## config.mk

```make
export PLATFORM = sky130hd
export DESIGN_NAME = mem_stage
export DESIGN_NICKNAME = d
export VERILOG_FILES = /design/src/rtl/mem_stage.sv
export SDC_FILE = /design/constraint.sdc
export NUM_CORES = 1
export LEC_CHECK = 0
export ABC_AREA = 1
export BUFFER_PORTS_ARGS = -buffer_cell sky130_fd_sc_hd__buf_2
export CAP_MARGIN = 20
export CORE_ASPECT_RATIO = 1.1
export CORE_MARGIN = 8
export CORE_UTILIZATION = 50
export DETAILED_ROUTE_END_ITERATION = 8
export GPL_TIMING_DRIVEN = 0
export PLACE_DENSITY = 0.81
export SYNTH_ARGS = -nofsm -noshare
export SYNTH_HDL_FRONTEND = slang
export SYNTH_SLANG_ARGS = --single-unit
```

## constraint.sdc

```tcl
create_clock -name CLK -period 4.5 [get_ports CLK]
set_input_delay 0.225 -clock CLK [delete_from_list [all_inputs] [get_ports CLK]]
set_output_delay 0.225 -clock CLK [all_outputs]
set_load 0.005 [all_outputs]
```

## src/rtl/mem_stage.sv

```systemverilog
// MIPS memory-access stage: retires ALU ops in one cycle and runs loads/stores over a
// req/ack data bus with big-endian byte lanes, stalling upstream while the bus is busy.
module mem_stage #(
  parameter int ACK_TIMEOUT = 16
) (
  input  logic        CLK,
  input  logic        RST,
  input  logic        Valid,
  input  logic [31:0] Ins,
  input  logic [31:0] Result,
  input  logic [31:0] Rdata2,
  output logic        Stall,
  output logic        MemReq,
  output logic        MemWe,
  output logic [31:0] MemAddr,
  output logic [3:0]  MemBe,
  output logic [31:0] MemWdata,
  input  logic [31:0] MemRdata,
  input  logic        MemAck,
  output logic        WbValid,
  output logic [31:0] Wdata,
  output logic        Misalign,
  output logic        BusErr
);

  localparam int CW = (ACK_TIMEOUT > 1) ? $clog2(ACK_TIMEOUT) : 1;

  localparam logic [5:0] OP_LB  = 6'h20;
  localparam logic [5:0] OP_LH  = 6'h21;
  localparam logic [5:0] OP_LW  = 6'h23;
  localparam logic [5:0] OP_LBU = 6'h24;
  localparam logic [5:0] OP_LHU = 6'h25;
  localparam logic [5:0] OP_SB  = 6'h28;
  localparam logic [5:0] OP_SH  = 6'h29;
  localparam logic [5:0] OP_SW  = 6'h2B;

  typedef enum logic [1:0] {
    S_IDLE   = 2'd0,
    S_ACCESS = 2'd1,
    S_RESP   = 2'd2
  } state_t;

  state_t        state_q, state_d;
  logic [CW-1:0] cnt_q, cnt_d;
  logic [5:0]    op_q, op_d;
  logic [1:0]    off_q, off_d;
  logic          memreq_q, memreq_d;
  logic          memwe_q, memwe_d;
  logic [31:0]   addr_q, addr_d;
  logic [3:0]    be_q, be_d;
  logic [31:0]   wdat_q, wdat_d;
  logic          wbv_q, wbv_d;
  logic [31:0]   wbdata_q, wbdata_d;
  logic          mis_q, mis_d;
  logic          berr_q, berr_d;

  // Instruction decode; only the opcode and the low address bits matter here
  logic [5:0] op;
  logic [1:0] off;
  logic       is_load, is_store, is_mem, is_half, is_word, misal;
  logic       accept_mem, timeout;
  logic       unused_ins;

  assign unused_ins = ^Ins[25:0];

  always_comb begin
    op       = Ins[31:26];
    off      = Result[1:0];
    is_load  = (op == OP_LB) || (op == OP_LH) || (op == OP_LW) ||
               (op == OP_LBU) || (op == OP_LHU);
    is_store = (op == OP_SB) || (op == OP_SH) || (op == OP_SW);
    is_mem   = is_load || is_store;
    is_word  = (op == OP_LW) || (op == OP_SW);
    is_half  = (op == OP_LH) || (op == OP_LHU) || (op == OP_SH);
    misal    = (is_word && (off != 2'd0)) || (is_half && off[0]);
  end

  assign accept_mem = (state_q == S_IDLE) && Valid && is_mem && !misal;
  assign timeout    = (cnt_q == CW'(ACK_TIMEOUT - 1));

  // Store lane steering: narrow data is replicated so every enabled lane carries it
  logic [3:0]  be_new;
  logic [31:0] wdat_new;

  always_comb begin
    be_new   = 4'b1111;
    wdat_new = 32'h0;
    case (op)
      OP_SB: begin
        be_new   = 4'b1000 >> off;
        wdat_new = {4{Rdata2[7:0]}};
      end
      OP_SH: begin
        be_new   = off[1] ? 4'b0011 : 4'b1100;
        wdat_new = {2{Rdata2[15:0]}};
      end
      OP_SW:   wdat_new = Rdata2;
      default: ;
    endcase
  end

  // Load lane select and extension from the latched opcode/offset
  logic [7:0]  ld_byte;
  logic [15:0] ld_half;
  logic [31:0] ld_val;

  always_comb begin
    case (off_q)
      2'd0:    ld_byte = MemRdata[31:24];
      2'd1:    ld_byte = MemRdata[23:16];
      2'd2:    ld_byte = MemRdata[15:8];
      default: ld_byte = MemRdata[7:0];
    endcase
    ld_half = off_q[1] ? MemRdata[15:0] : MemRdata[31:16];
    case (op_q)
      OP_LB:   ld_val = {{24{ld_byte[7]}}, ld_byte};
      OP_LBU:  ld_val = {24'h0, ld_byte};
      OP_LH:   ld_val = {{16{ld_half[15]}}, ld_half};
      OP_LHU:  ld_val = {16'h0, ld_half};
      OP_LW:   ld_val = MemRdata;
      default: ld_val = 32'h0;
    endcase
  end

  // FSM: state register
  always_ff @(posedge CLK or posedge RST) begin
    if (RST) state_q <= S_IDLE;
    else     state_q <= state_d;
  end

  // FSM: next state
  always_comb begin
    state_d = state_q;
    case (state_q)
      S_IDLE:   if (accept_mem) state_d = S_ACCESS;
      S_ACCESS: if (MemAck || timeout) state_d = S_RESP;
      S_RESP:   state_d = S_IDLE;
      default:  state_d = S_IDLE;
    endcase
  end

  // FSM: outputs and datapath next-state
  always_comb begin
    Stall    = accept_mem || (state_q == S_ACCESS);
    memreq_d = (state_d == S_ACCESS);
    cnt_d    = cnt_q;
    op_d     = op_q;
    off_d    = off_q;
    memwe_d  = memwe_q;
    addr_d   = addr_q;
    be_d     = be_q;
    wdat_d   = wdat_q;
    wbv_d    = 1'b0;
    wbdata_d = wbdata_q;
    mis_d    = 1'b0;
    berr_d   = 1'b0;
    case (state_q)
      S_IDLE: begin
        if (Valid && !is_mem) begin
          wbv_d    = 1'b1;
          wbdata_d = Result;
        end else if (Valid && misal) begin
          wbv_d    = 1'b1;
          mis_d    = 1'b1;
          wbdata_d = 32'h0;
        end else if (accept_mem) begin
          cnt_d   = '0;
          op_d    = op;
          off_d   = off;
          memwe_d = is_store;
          addr_d  = {Result[31:2], 2'b00};
          be_d    = be_new;
          wdat_d  = wdat_new;
        end
      end
      S_ACCESS: begin
        cnt_d = cnt_q + CW'(1);
        // An ack in the final timeout cycle wins over the timeout
        if (MemAck) begin
          wbv_d    = 1'b1;
          wbdata_d = ld_val;
        end else if (timeout) begin
          wbv_d    = 1'b1;
          berr_d   = 1'b1;
          wbdata_d = 32'h0;
        end
      end
      default: ;
    endcase
  end

  always_ff @(posedge CLK or posedge RST) begin
    if (RST) begin
      cnt_q    <= '0;
      op_q     <= 6'h0;
      off_q    <= 2'h0;
      memreq_q <= 1'b0;
      memwe_q  <= 1'b0;
      addr_q   <= 32'h0;
      be_q     <= 4'h0;
      wdat_q   <= 32'h0;
      wbv_q    <= 1'b0;
      wbdata_q <= 32'h0;
      mis_q    <= 1'b0;
      berr_q   <= 1'b0;
    end else begin
      cnt_q    <= cnt_d;
      op_q     <= op_d;
      off_q    <= off_d;
      memreq_q <= memreq_d;
      memwe_q  <= memwe_d;
      addr_q   <= addr_d;
      be_q     <= be_d;
      wdat_q   <= wdat_d;
      wbv_q    <= wbv_d;
      wbdata_q <= wbdata_d;
      mis_q    <= mis_d;
      berr_q   <= berr_d;
    end
  end

  assign MemReq   = memreq_q;
  assign MemWe    = memwe_q;
  assign MemAddr  = addr_q;
  assign MemBe    = be_q;
  assign MemWdata = wdat_q;
  assign WbValid  = wbv_q;
  assign Wdata    = wbdata_q;
  assign Misalign = mis_q;
  assign BusErr   = berr_q;

endmodule

```

==> results.ini, run 1 <==
[die]
ios=238
dieHeight_um=135
fp.dieW_um=124
start_util_pct=51.1
fp-row-count=43
dieArea_sq_um=16700
core-area_sq_um=12500

[logic_synthesis]
ys_ff_latch=117
async_flop_share_pct=100
synthesis.area_sq_um=6400
yosysTopAreaCellShare_pct=45.7
yosysMostFrequentCell=nand2_1
synth_commonest_cells=nand2_1, dfrtp_1, nand3_1, inv_1, buf_2
ys.flop_type=dfrtp_1
synth_cell_types=26
ys_top_cells_by_area=dfrtp_1, nand2_1, nand3_1, nand4_1, buf_2
synth.largest_area_cell=dfrtp_1
synth.avg_cell_area_sq_um=6.93
synth_edf_count=0
postSynthCellCount=924
yosys_warnings=0
synth-seq-area-share_pct=45.7

[sta]
finalCriticalPeriod_ns=2.07
setup_violations=0
rsz0062_at_grt=false
drv_slew=0
setup_slack_ns=2.43
fmax_mhz=483
final-hold-violation-count=0
max_slew_margin_pct=58.2
worstMarginPinSlew_ns=0.627
min_period_over_period_pct=46.0
skew_ns=0.00654

[route]
postRouteAntennaNets=0
avgViaCountPerCell=5.31
first_pass_iters=5
drt_iter0_markers=656
route.detailed.drc=0
drt_wl_total_mm=22.2
wire_per_inst_um=16.7
num_vias=7052

[placed_design]
dp.cells=1292
hpwl_mm=16.9
dp_slack_ns=2.56
place.gp.congestion=0.956
io_buffer_count=209

[setup_path]
path_max_fanout=10
crit_required_ns=4.28
cp-end-kind=output pin
critical_path_class=reg2out
start_kind=flop
crit_arrival_ns=1.84

[global_route]
grt_pass1_wl_mm=35.0
overflow=0
grt_pass1_vias=6888
antenna_found_initial=1
grt_usage_pct=27.0
grt_max_degree=66

[clocking]
cts.sinks=117
clockBufferDepth=2
cts_max_level=4
clkLatencyLatePin_ns=0.42
cts_tree=done
path_clk_slew_ns=0.05
cts_buffers=17
cts_resized=0
cts_root_buffer=clkbuf_16

[min_path]
holdCritPathClass=in2reg

[power]
ir_drop_uv=300
p_per_area_nw_per_um2=445
power_leakage_uw=0.00498

[layout]
final_cells=1329
layout.nets=1291
num-fill-cells=1137
drive_above_1_share_pct=26.0
syn_to_final_growth_pct=29.5

[flow_run]
maxCapViolCount=0

[outcome]
status=finished, final reports clean

[final cells by class]
type,instances,area (sq um),area share (%)
multi-input cells,707,3020,36.4
flip-flops and latches,117,2930,35.3
repair buffers,214,1110,13.4
clock buffers,22,464,5.60
plain buffers,54,285,3.44
well taps,157,196,2.37
inverters,47,181,2.19
clock inverters,10,105,1.27
diodes,1,2.50,0.0302
[routing by layer]
layer / vias to the layer above / GRT usage, % / routed length, um
li1: 3417 / - / -
met1: 3252 / 32.6 / 8860
met2: 336 / 43.5 / 10500
met3: 47 / 7.81 / 2190
met4: 0 / 12.2 / 640
met5: - / 0 / 0
[timing repair]
item                                   CTS  global route
hold buffers                             4             0
endpoints found under the hold margin   55             0
setup buffers                            0             0
setup endpoints to repair                0             0
[through the flow]
stage	total power (uW)	util, %	cell area [sq um]	hold WS (ns)	TNS [ns]
2_1_floorplan	1950	-	6410	0.298	0
6_report	3690	66.2	8290	0.0203	0
3_5_place_dp	2370	61.3	7680	0.299	0
5_1_grt	3900	66.2	8290	0.00512	0
4_1_cts	3700	66.1	8290	0.00204	0
3_3_place_gp	2350	61.0	7650	0.428	-19.44
[worst max-delay path, stage by stage, from the launching register on]
cell	delay, ns
dfrtp_1	0.38
nor2_1	0.09
nand2_1	0.05
inv_1	0.13
nand4_2	0.15
buf_4	0.22
buf_2	0.21
nand2_1	0.08
buf_2	0.11
[kinds of logic after synthesis]
kind of cell	Yosys count	synth area share [%]
and+or+nand+nor	658	43.0
buffers and inverters	101	7.21
adders and majority gates	1	0.195
DFF	117	45.7
other	1	0.0586
AOI/OAI and AO/OA	46	3.77
[placed cells by master, fill, tap and decap left out, drive strengths merged, types with 4 or more instances in the layout]
cell type,count
a21oi,20
buf,254
clkbuf,32
clkinv,8
dfrtp,117
dlygate4sd3,4
inv,45
nand2,482
nand3,114
nand4,36
nor2,20
o21ai,26
[final timing paths]
kind / cells past startpoint / from / to / slack, ns
max in group asynchronous: 4 / RST / MemAddr[20]$_DFFE_PP0P_ / 3.42
worst min-delay path: 3 / Result[13] / MemAddr[13]$_DFFE_PP0P_ / 0.02
min in group asynchronous: 3 / RST / MemBe[0]$_DFFE_PP0P_ / 0.39
worst max-delay path: 8 / state_q[1]$_DFF_PP0_ / Stall / 2.43
worst min register to register: 2 / MemAddr[25]$_DFFE_PP0P_ / MemAddr[25]$_DFFE_PP0P_ / 0.47
worst max register to register: 7 / cnt_q[0]$_DFFE_PP0P_ / Wdata[3]$_DFFE_PP0P_ / 2.46
[flip-flops by register name, summed over array words and instances (netlist names)]
name	count
BusErr	1
MemAddr	30
MemBe	4
MemReq	1
MemWdata	32
MemWe	1
Misalign	1
WbValid	1
Wdata	32
cnt_q	4
off_q	2
op_q	6
state_q	2
[where the power goes]
part	internal (uW)	switching, uW	leakage (uW)	total (uW)
Clock	836	481	0.000279	1320
Combinational	381	634	0.00317	1010
Sequential	1240	112	0.00153	1350
Total	2460	1230	0.00498	3690
No activity file was read; power rests on OpenSTA's default activity.
==> run 2: changes to the inputs <==
==> config.mk (replaced) <==
export PLATFORM = sky130hd
export DESIGN_NAME = mem_stage
export DESIGN_NICKNAME = d
export VERILOG_FILES = /design/src/rtl/mem_stage.sv
export SDC_FILE = /design/constraint.sdc
export NUM_CORES = 1
export LEC_CHECK = 0
export ABC_AREA = 0
export BUFFER_PORTS_ARGS = -buffer_cell sky130_fd_sc_hd__buf_2
export CAP_MARGIN = 20
export CORE_ASPECT_RATIO = 1.1
export CORE_MARGIN = 8
export CORE_UTILIZATION = 44
export DETAILED_ROUTE_END_ITERATION = 8
export GPL_TIMING_DRIVEN = 0
export PLACE_DENSITY = 0.76
export SYNTH_ARGS = -nofsm -noshare
export SYNTH_HDL_FRONTEND = slang
export SYNTH_SLANG_ARGS = --single-unit
==> constraint.sdc (replaced) <==
create_clock -name CLK -period 1.68 [get_ports CLK]
set_input_delay 0.084 -clock CLK [delete_from_list [all_inputs] [get_ports CLK]]
set_output_delay 0.084 -clock CLK [all_outputs]
set_load 0.005 [all_outputs]
==> run 2 against run 1 <==
Compared with the run above: final cell count fell by 11%; largest cell class unchanged; sequential power rose to 2.7 times the previous value; first-iteration DRC count fell by 13%; wire length rose by 7.5%; sequential cell count did not move; non-clock buffer count rose by 88; combinational power rose to 3.1 times the previous value; final area rose by 14%; sequential share of layout area fell by 4.3 points; utilization rose by 3.4 points; global-route usage fell by 0.72 points; the run now ends with negative setup slack left; worst setup slack got worse by 2.7 ns.
==> results.ini, run 2 <==
[power]
p_per_area_nw_per_um2=1090  ; was 445 nW/um^2
p_switching_uw=3210  ; was 1230 uW
ir_drop_uv=698  ; was 300 uV
p_int_uw=7110  ; was 2460 uW
seqPwrFrac_pct=35.2  ; was 36.7%
pwr-share-comb_pct=30.4  ; was 27.5%
pwr-share-clk_pct=34.4  ; was 35.7%
power_leakage_uw=0.00454  ; was 0.00498 uW
netSwitchingFraction_pct=31.1  ; was 33.3%

[layout]
final_cell_mix=buf_2, nand2_1, dfrtp_1  ; was nand2_1, buf_2, dfrtp_1
finish.instance_area_sq_um=9440  ; was 8290 sq um
layout.nets=1109  ; was 1291
drive_above_1_share_pct=39.3  ; was 26.0%
mostFrequentLayoutCell=buf_2  ; was nand2_1
layout.core_utilization_pct=69.6  ; was 66.2%
syn_to_final_growth_pct=57.1  ; was 29.5%

[route]
postRouteAntennaNets=0  ; unchanged
drt_wl_total_mm=23.9  ; was 22.2 mm
wire_per_inst_um=20.2  ; was 16.7 um
avgViaCountPerCell=5.59  ; was 5.31
route.detailed.drc=0  ; unchanged
drt_iter0_markers=570  ; was 656
num_vias=6613  ; was 7052
first_pass_iters=5  ; unchanged

[setup_path]
crit_arrival_ns=2.31  ; was 1.84 ns
crit_chain=or4b_4, nor4b_4, buf_12, a21oi_2, o2bb2ai_2, mux2_4  ; was nor2_1, nand2_1, inv_1, nand4_2, buf_4, buf_2, nand2_1, buf_2
crit_start=op_q[4]$_DFFE_PP0P_  ; was state_q[1]$_DFF_PP0_
critPathMaxStageDelay_ns=0.59  ; was 0.38 ns
crit_path_top_delay_cell=or4b_4  ; was dfrtp_1
start_kind=flop  ; unchanged
r2r_end=Wdata[10]$_DFFE_PP0P_  ; was Wdata[3]$_DFFE_PP0P_
rr_worst_depth=6  ; was 7
crit_path_end=Wdata[10]$_DFFE_PP0P_  ; was Stall
r2r_slack_ns=-0.27  ; was 2.46 ns
rr_startpoint=op_q[4]$_DFFE_PP0P_  ; was cnt_q[0]$_DFFE_PP0P_
crit_required_ns=2.04  ; was 4.28 ns
cp-end-kind=flop  ; was output pin
critical_path_class=reg2reg  ; was reg2out
path_max_fanout=8  ; was 10

[global_route]
grt_pass1_wl_mm=36.2  ; was 35.0 mm
overflow=0  ; unchanged
grt_max_degree=42  ; was 66
grt_usage_pct=26.3  ; was 27.0%
grt_pass1_vias=6753  ; was 6888
antenna_found_initial=7  ; was 1

[placed_design]
place.gp.congestion=0.892  ; was 0.956
dp_slack_ns=-0.522  ; was 2.56 ns
hpwl_mm=15.6  ; was 16.9 mm
placed_area_sq_um=7390  ; was 7680 sq um
io_buffer_count=207  ; was 209

[sta]
setup-tns-final_ns=-6.86  ; was 0 ns
max_slew_margin_pct=49.1  ; was 58.2%
rsz0062_at_grt=true  ; was false
setup_violations=33  ; was 0
skew_ns=0.00801  ; was 0.00654 ns
worstMarginPinSlew_ns=0.761  ; was 0.627 ns
drv_slew=0  ; unchanged
setup_slack_ns=-0.274  ; was 2.43 ns
fmax_mhz=512
final-hold-violation-count=0  ; unchanged
finalCriticalPeriod_ns=1.95
min_period_over_period_pct=116

[die]
fp-row-count=45  ; was 43
core-area_sq_um=13600  ; was 12500 sq um
start_util_pct=44.3  ; was 51.1%
ios=238  ; unchanged
dieArea_sq_um=17700  ; was 16700 sq um
fp.dieW_um=127  ; was 124 um
dieHeight_um=139  ; was 135 um

[logic_synthesis]
synth_edf_count=0  ; unchanged
synth.largest_area_cell=dfrtp_1  ; unchanged
synth_cell_types=51  ; was 26
postSynthCellCount=648  ; was 924
ys_ff_latch=117  ; unchanged
synthesis.area_sq_um=6010  ; was 6400 sq um
synth-seq-area-share_pct=48.7  ; was 45.7%
yosysTopAreaCellShare_pct=48.7  ; was 45.7%
async_flop_share_pct=100  ; unchanged
ys_top_cells_by_area=dfrtp_1, nand2_1, mux2i_1, o2bb2ai_1, mux4_2  ; was dfrtp_1, nand2_1, nand3_1, nand4_1, buf_2
synth_commonest_cells=nand2_1, dfrtp_1, nor2_1, a21oi_1, o21ai_0  ; was nand2_1, dfrtp_1, nand3_1, inv_1, buf_2
synth.avg_cell_area_sq_um=9.27  ; was 6.93 sq um
yosysMostFrequentCell=nand2_1  ; unchanged
yosys_warnings=0  ; unchanged
ys.flop_type=dfrtp_1  ; unchanged

[clocking]
clkLatencyLatePin_ns=0.42  ; about the same
cts_tree=done  ; unchanged
cts.sinks=117  ; unchanged
cts_buffers=17  ; unchanged
path_clk_slew_ns=0.05  ; about the same
cts_max_level=4  ; unchanged
cts_root_buffer=clkbuf_16  ; unchanged
clockBufferDepth=2  ; unchanged

[outcome]
status=finished with violations  ; was finished, final reports clean
violations=negative setup slack

[min_path]
holdCritPathClass=in2reg  ; unchanged

[flow_run]
maxCapViolCount=0  ; unchanged

-- run 2: cell families (layout without fill, tap and decap cells) --
kind of cell,count (synthesis),count (layout),synth area share [%]
flops,117,117,48.7
fa+ha+maj,1,1,0.208
compound gates,164,164,18.4
buf+inv,68,407,5.00
other cells,1,8,0.0624
simple gates,257,257,19.0
mux,40,40,8.62
-- run 2: area by class of cell --
class / instances / area [sq um]
repair buffers: 310 / 2110
well taps: 188 / 235
flip-flops and latches: 117 / 2930
clock buffers: 21 / 460
clock inverters: 10 / 106
diodes: 6 / 15.0
inverters: 20 / 81.3
fillers: 969 / 4130
multi-input cells: 464 / 3150
plain buffers: 46 / 353
-- run 2: worst min path at each step --
stage	from	end	cells past startpoint
6_report	Rdata2[10]	MemWdata[10]$_DFFE_PP0P_	3
3_3_place_gp	Result[22]	MemAddr[22]$_DFFE_PP0P_	3
4_1_cts	Rdata2[10]	MemWdata[10]$_DFFE_PP0P_	3
5_1_grt	Rdata2[10]	MemWdata[10]$_DFFE_PP0P_	3
2_1_floorplan	MemAck	BusErr$_DFF_PP0_	1
3_5_place_dp	RST	MemWdata[17]$_DFFE_PP0P_	2
-- run 2: repair_timing --
| item | 4_1_cts | 5_1_grt |
|---|---|---|
| setup buffers | 25 | 6 |
| gates resized for setup | 77 | 47 |
| pin swaps | 19 | 20 |
| gates cloned | 3 | 0 |
| endpoints found under the hold margin | 168 | 1 |
| hold buffers | 66 | 1 |
| setup endpoints to repair | 99 | 108 |
-- run 2: power groups by stage --
| stage | Sequential (uW) | Combinational [uW] | Clock (uW) |
|---|---|---|---|
| 6_report | 3630 | 3130 | 3550 |
| 3_3_place_gp | 3610 | 2330 | 0 |
| 2_1_floorplan | 3650 | 1380 | 0 |
| 3_5_place_dp | 3620 | 2400 | 0 |
| 5_1_grt | 3690 | 3360 | 3690 |
| 4_1_cts | 3600 | 2890 | 3560 |
-- run 2: per-stage QoR --
stage               power (uW)  hold slack [ns]  std cells
floorplan                 5030            0.154        649
global placement          5940            0.302       1044
detailed placement        6020           0.0934       1047
CTS                      10000           0.0153       1171
global route             10700           0.0438       1182
finish                   10300           0.0339       1182
-- run 2: routing by layer --
metal  GRT usage, %  wire length (um)
met3           9.15              2320
met2           41.7             11400
met4           17.1              1430
met1           29.4              8760
met5              0                 9
-- run 2: critical path, delay by kind of cell (launching register included) --
kind | cells | cell delay (ns)
buffers and inverters | 1 | 0.18
multiplexers | 1 | 0.16
flip-flops | 1 | 0.40
AO/OA/AOI/OAI | 2 | 0.21
AND/OR/NAND/NOR | 2 | 0.94
==> run 3: changes to the inputs <==
--- a/config.mk
+++ b/config.mk
@@ -11,6 +11,7 @@
 export CORE_ASPECT_RATIO = 1.1
 export CORE_MARGIN = 8
 export CORE_UTILIZATION = 44
+export CTS_BUF_LIST = sky130_fd_sc_hd__clkbuf_16
 export DETAILED_ROUTE_END_ITERATION = 8
 export GPL_TIMING_DRIVEN = 0
 export PLACE_DENSITY = 0.76
==> run 3 against run 2 <==
Compared with the run above: the run still ends with negative setup slack left; sequential share of layout area increased by 0.066 points; clock power decreased by 3%; die area unchanged; final cell count unchanged; clock-buffer cell count decreased by 4; global-route usage about the same; utilization decreased by 0.15 points; wire length about the same; power decreased by 1.1%; worst hold slack got worse by 0.00065 ns; final area decreased by 0.21%; critical path type unchanged; highest routed layer unchanged.
==> results.ini, run 3 (synthesized netlist as in run 2, its figures left out) <==
[outcome]
status=finished with violations  ; unchanged
violations=negative setup slack  ; unchanged

[sta]
holdWs_ns=0.0333  ; was 0.0339 ns
setup-tns-final_ns=-6.89  ; was -6.86 ns
min_period_over_period_pct=116  ; about the same
drv_slew=0  ; unchanged
setup_violations=33  ; unchanged
max_slew_margin_pct=49.1  ; about the same
finalCriticalPeriod_ns=1.95  ; about the same
rsz0062_at_grt=true  ; unchanged
final-hold-violation-count=0  ; unchanged
fmax_mhz=513  ; was 512 MHz
setup_slack_ns=-0.271  ; was -0.274 ns
skew_ns=0.00851  ; was 0.00801 ns
worstMarginPinSlew_ns=0.760  ; was 0.761 ns

[die]
start_util_pct=44.3  ; unchanged
dieArea_sq_um=17700  ; unchanged
fp.dieW_um=127  ; unchanged
ios=238  ; unchanged
fp-row-count=45  ; unchanged
dieHeight_um=139  ; unchanged
core-area_sq_um=13600  ; unchanged

[clocking]
clockBufferDepth=2  ; unchanged
cts_max_level=4  ; unchanged
cts_root_buffer=clkbuf_16  ; unchanged
cts.sinks=117  ; unchanged
clkLatencyLatePin_ns=0.42  ; about the same
cts_tree=done  ; unchanged
path_clk_slew_ns=0.05  ; about the same
cts_buffers=17  ; unchanged

[layout]
mostFrequentLayoutCell=buf_2  ; unchanged
drive_above_1_share_pct=39.1  ; was 39.3%
syn_to_final_growth_pct=56.8  ; was 57.1%
multi_input_area_sq_um=3150  ; unchanged
layout.nets=1109  ; unchanged
finish.instance_area_sq_um=9420  ; was 9440 sq um
regArea_sq_um=2930  ; unchanged
num-fill-cells=970  ; was 969
final_cell_mix=buf_2, nand2_1, dfrtp_1  ; unchanged

[global_route]
grt_pass1_vias=6749  ; was 6753
overflow=0  ; unchanged
grt_usage_pct=26.2  ; was 26.3%
grt_max_degree=42  ; unchanged
antenna_found_initial=7  ; unchanged
grt_pass1_wl_mm=36.2  ; about the same

[setup_path]
crit_required_ns=2.04  ; about the same
cp-end-kind=flop  ; unchanged
crit_arrival_ns=2.31  ; about the same
start_kind=flop  ; unchanged
crit_chain=or4b_4, nor4b_4, buf_12, a21oi_2, o2bb2ai_1, mux2_4  ; was or4b_4, nor4b_4, buf_12, a21oi_2, o2bb2ai_2, mux2_4
critPathMaxStageDelay_ns=0.59  ; about the same
critical_path_class=reg2reg  ; unchanged
crit_path_top_delay_cell=or4b_4  ; unchanged
path_max_fanout=8  ; unchanged

[power]
ir_drop_uv=699  ; was 698 uV
power_leakage_uw=0.00454  ; about the same
p_per_area_nw_per_um2=1080  ; was 1090 nW/um^2

[placed_design]
io_buffer_count=207  ; unchanged
hpwl_mm=15.6  ; unchanged
placed_area_sq_um=7390  ; unchanged
dp_slack_ns=-0.522  ; unchanged
place.gp.congestion=0.892  ; unchanged

[route]
drt_iter0_markers=570  ; unchanged
drt_wl_total_mm=23.9  ; about the same
first_pass_iters=7  ; was 5
wire_per_inst_um=20.2  ; about the same
num_vias=6582  ; was 6613
route.detailed.drc=0  ; unchanged
avgViaCountPerCell=5.57  ; was 5.59
postRouteAntennaNets=0  ; unchanged

[min_path]
holdCritPathClass=in2reg  ; unchanged

[flow_run]
maxCapViolCount=0  ; unchanged

## run 3: cell count changes in the layout (fill, tap and decap cells not counted), sizes merged
cell / delta
clkbuf: -4
clkinv: +2
inv: +2
## run 3: cell type report
cell class	count	share of cell area (%)
sequential	117	31.1
clock buffer	17	4.51
buffer	46	3.74
inverter	20	0.863
timing repair buffer	310	22.4
tap	188	2.50
clock inverter	14	1.29
antenna	6	0.159
multi-input combinational	464	33.4
## run 3: critical path, delay by kind of cell, from the launching register on
kind | cells | cell delay, ns
AOI/OAI and AO/OA | 2 | 0.21
buffers and inverters | 1 | 0.18
DFF | 1 | 0.40
muxes | 1 | 0.16
and+or+nand+nor | 2 | 0.94
## run 3: worst paths after layout
kind / to / slack [ns] / startpoint / depth (start not counted)
max in group asynchronous: Wdata[16]$_DFFE_PP0P_ / 0.69 / RST / 5
max reg2reg: Wdata[9]$_DFFE_PP0P_ / -0.27 / op_q[4]$_DFFE_PP0P_ / 6
min: MemWdata[10]$_DFFE_PP0P_ / 0.03 / Rdata2[10] / 3
max: Wdata[9]$_DFFE_PP0P_ / -0.27 / op_q[4]$_DFFE_PP0P_ / 6
min in group asynchronous: MemWdata[17]$_DFFE_PP0P_ / 0.24 / RST / 3
min reg2reg: MemBe[3]$_DFFE_PP0P_ / 0.46 / MemBe[3]$_DFFE_PP0P_ / 2
## run 3: timing repair
action,4_1_cts,5_1_grt
hold endpoints to repair,168,1
setup buffers,25,6
pin swaps,19,20
hold buffers,66,1
resized for setup,77,47
cloned,3,0
setup endpoints to repair,99,108
## run 3: per-layer routing
| layer | vias to the layer above | routed length (um) | GRT usage [%] |
|---|---|---|---|
| met2 | 427 | 11300 | 41.6 |
| met1 | 3101 | 8660 | 29.4 |
| met3 | 113 | 2480 | 9.19 |
| met4 | 2 | 1410 | 17.1 |
| met5 | - | 9 | 0 |
| li1 | 2939 | - | - |
## run 3: per-stage QoR
stage,cells,util (%),total power (uW)
global route,1182,69.4,10600
CTS,1171,67.3,9940
global placement,1044,54.0,5940
detailed placement,1047,54.5,6020
floorplan,649,-,5030
finish,1182,69.4,10200
## run 3: power by group
group | switching (uW) | leakage [uW] | internal, uW
Sequential | 323 | 0.00149 | 3310
Clock | 1300 | 0.000279 | 2130
Combinational | 1570 | 0.00277 | 1560
Total | 3200 | 0.00454 | 7000
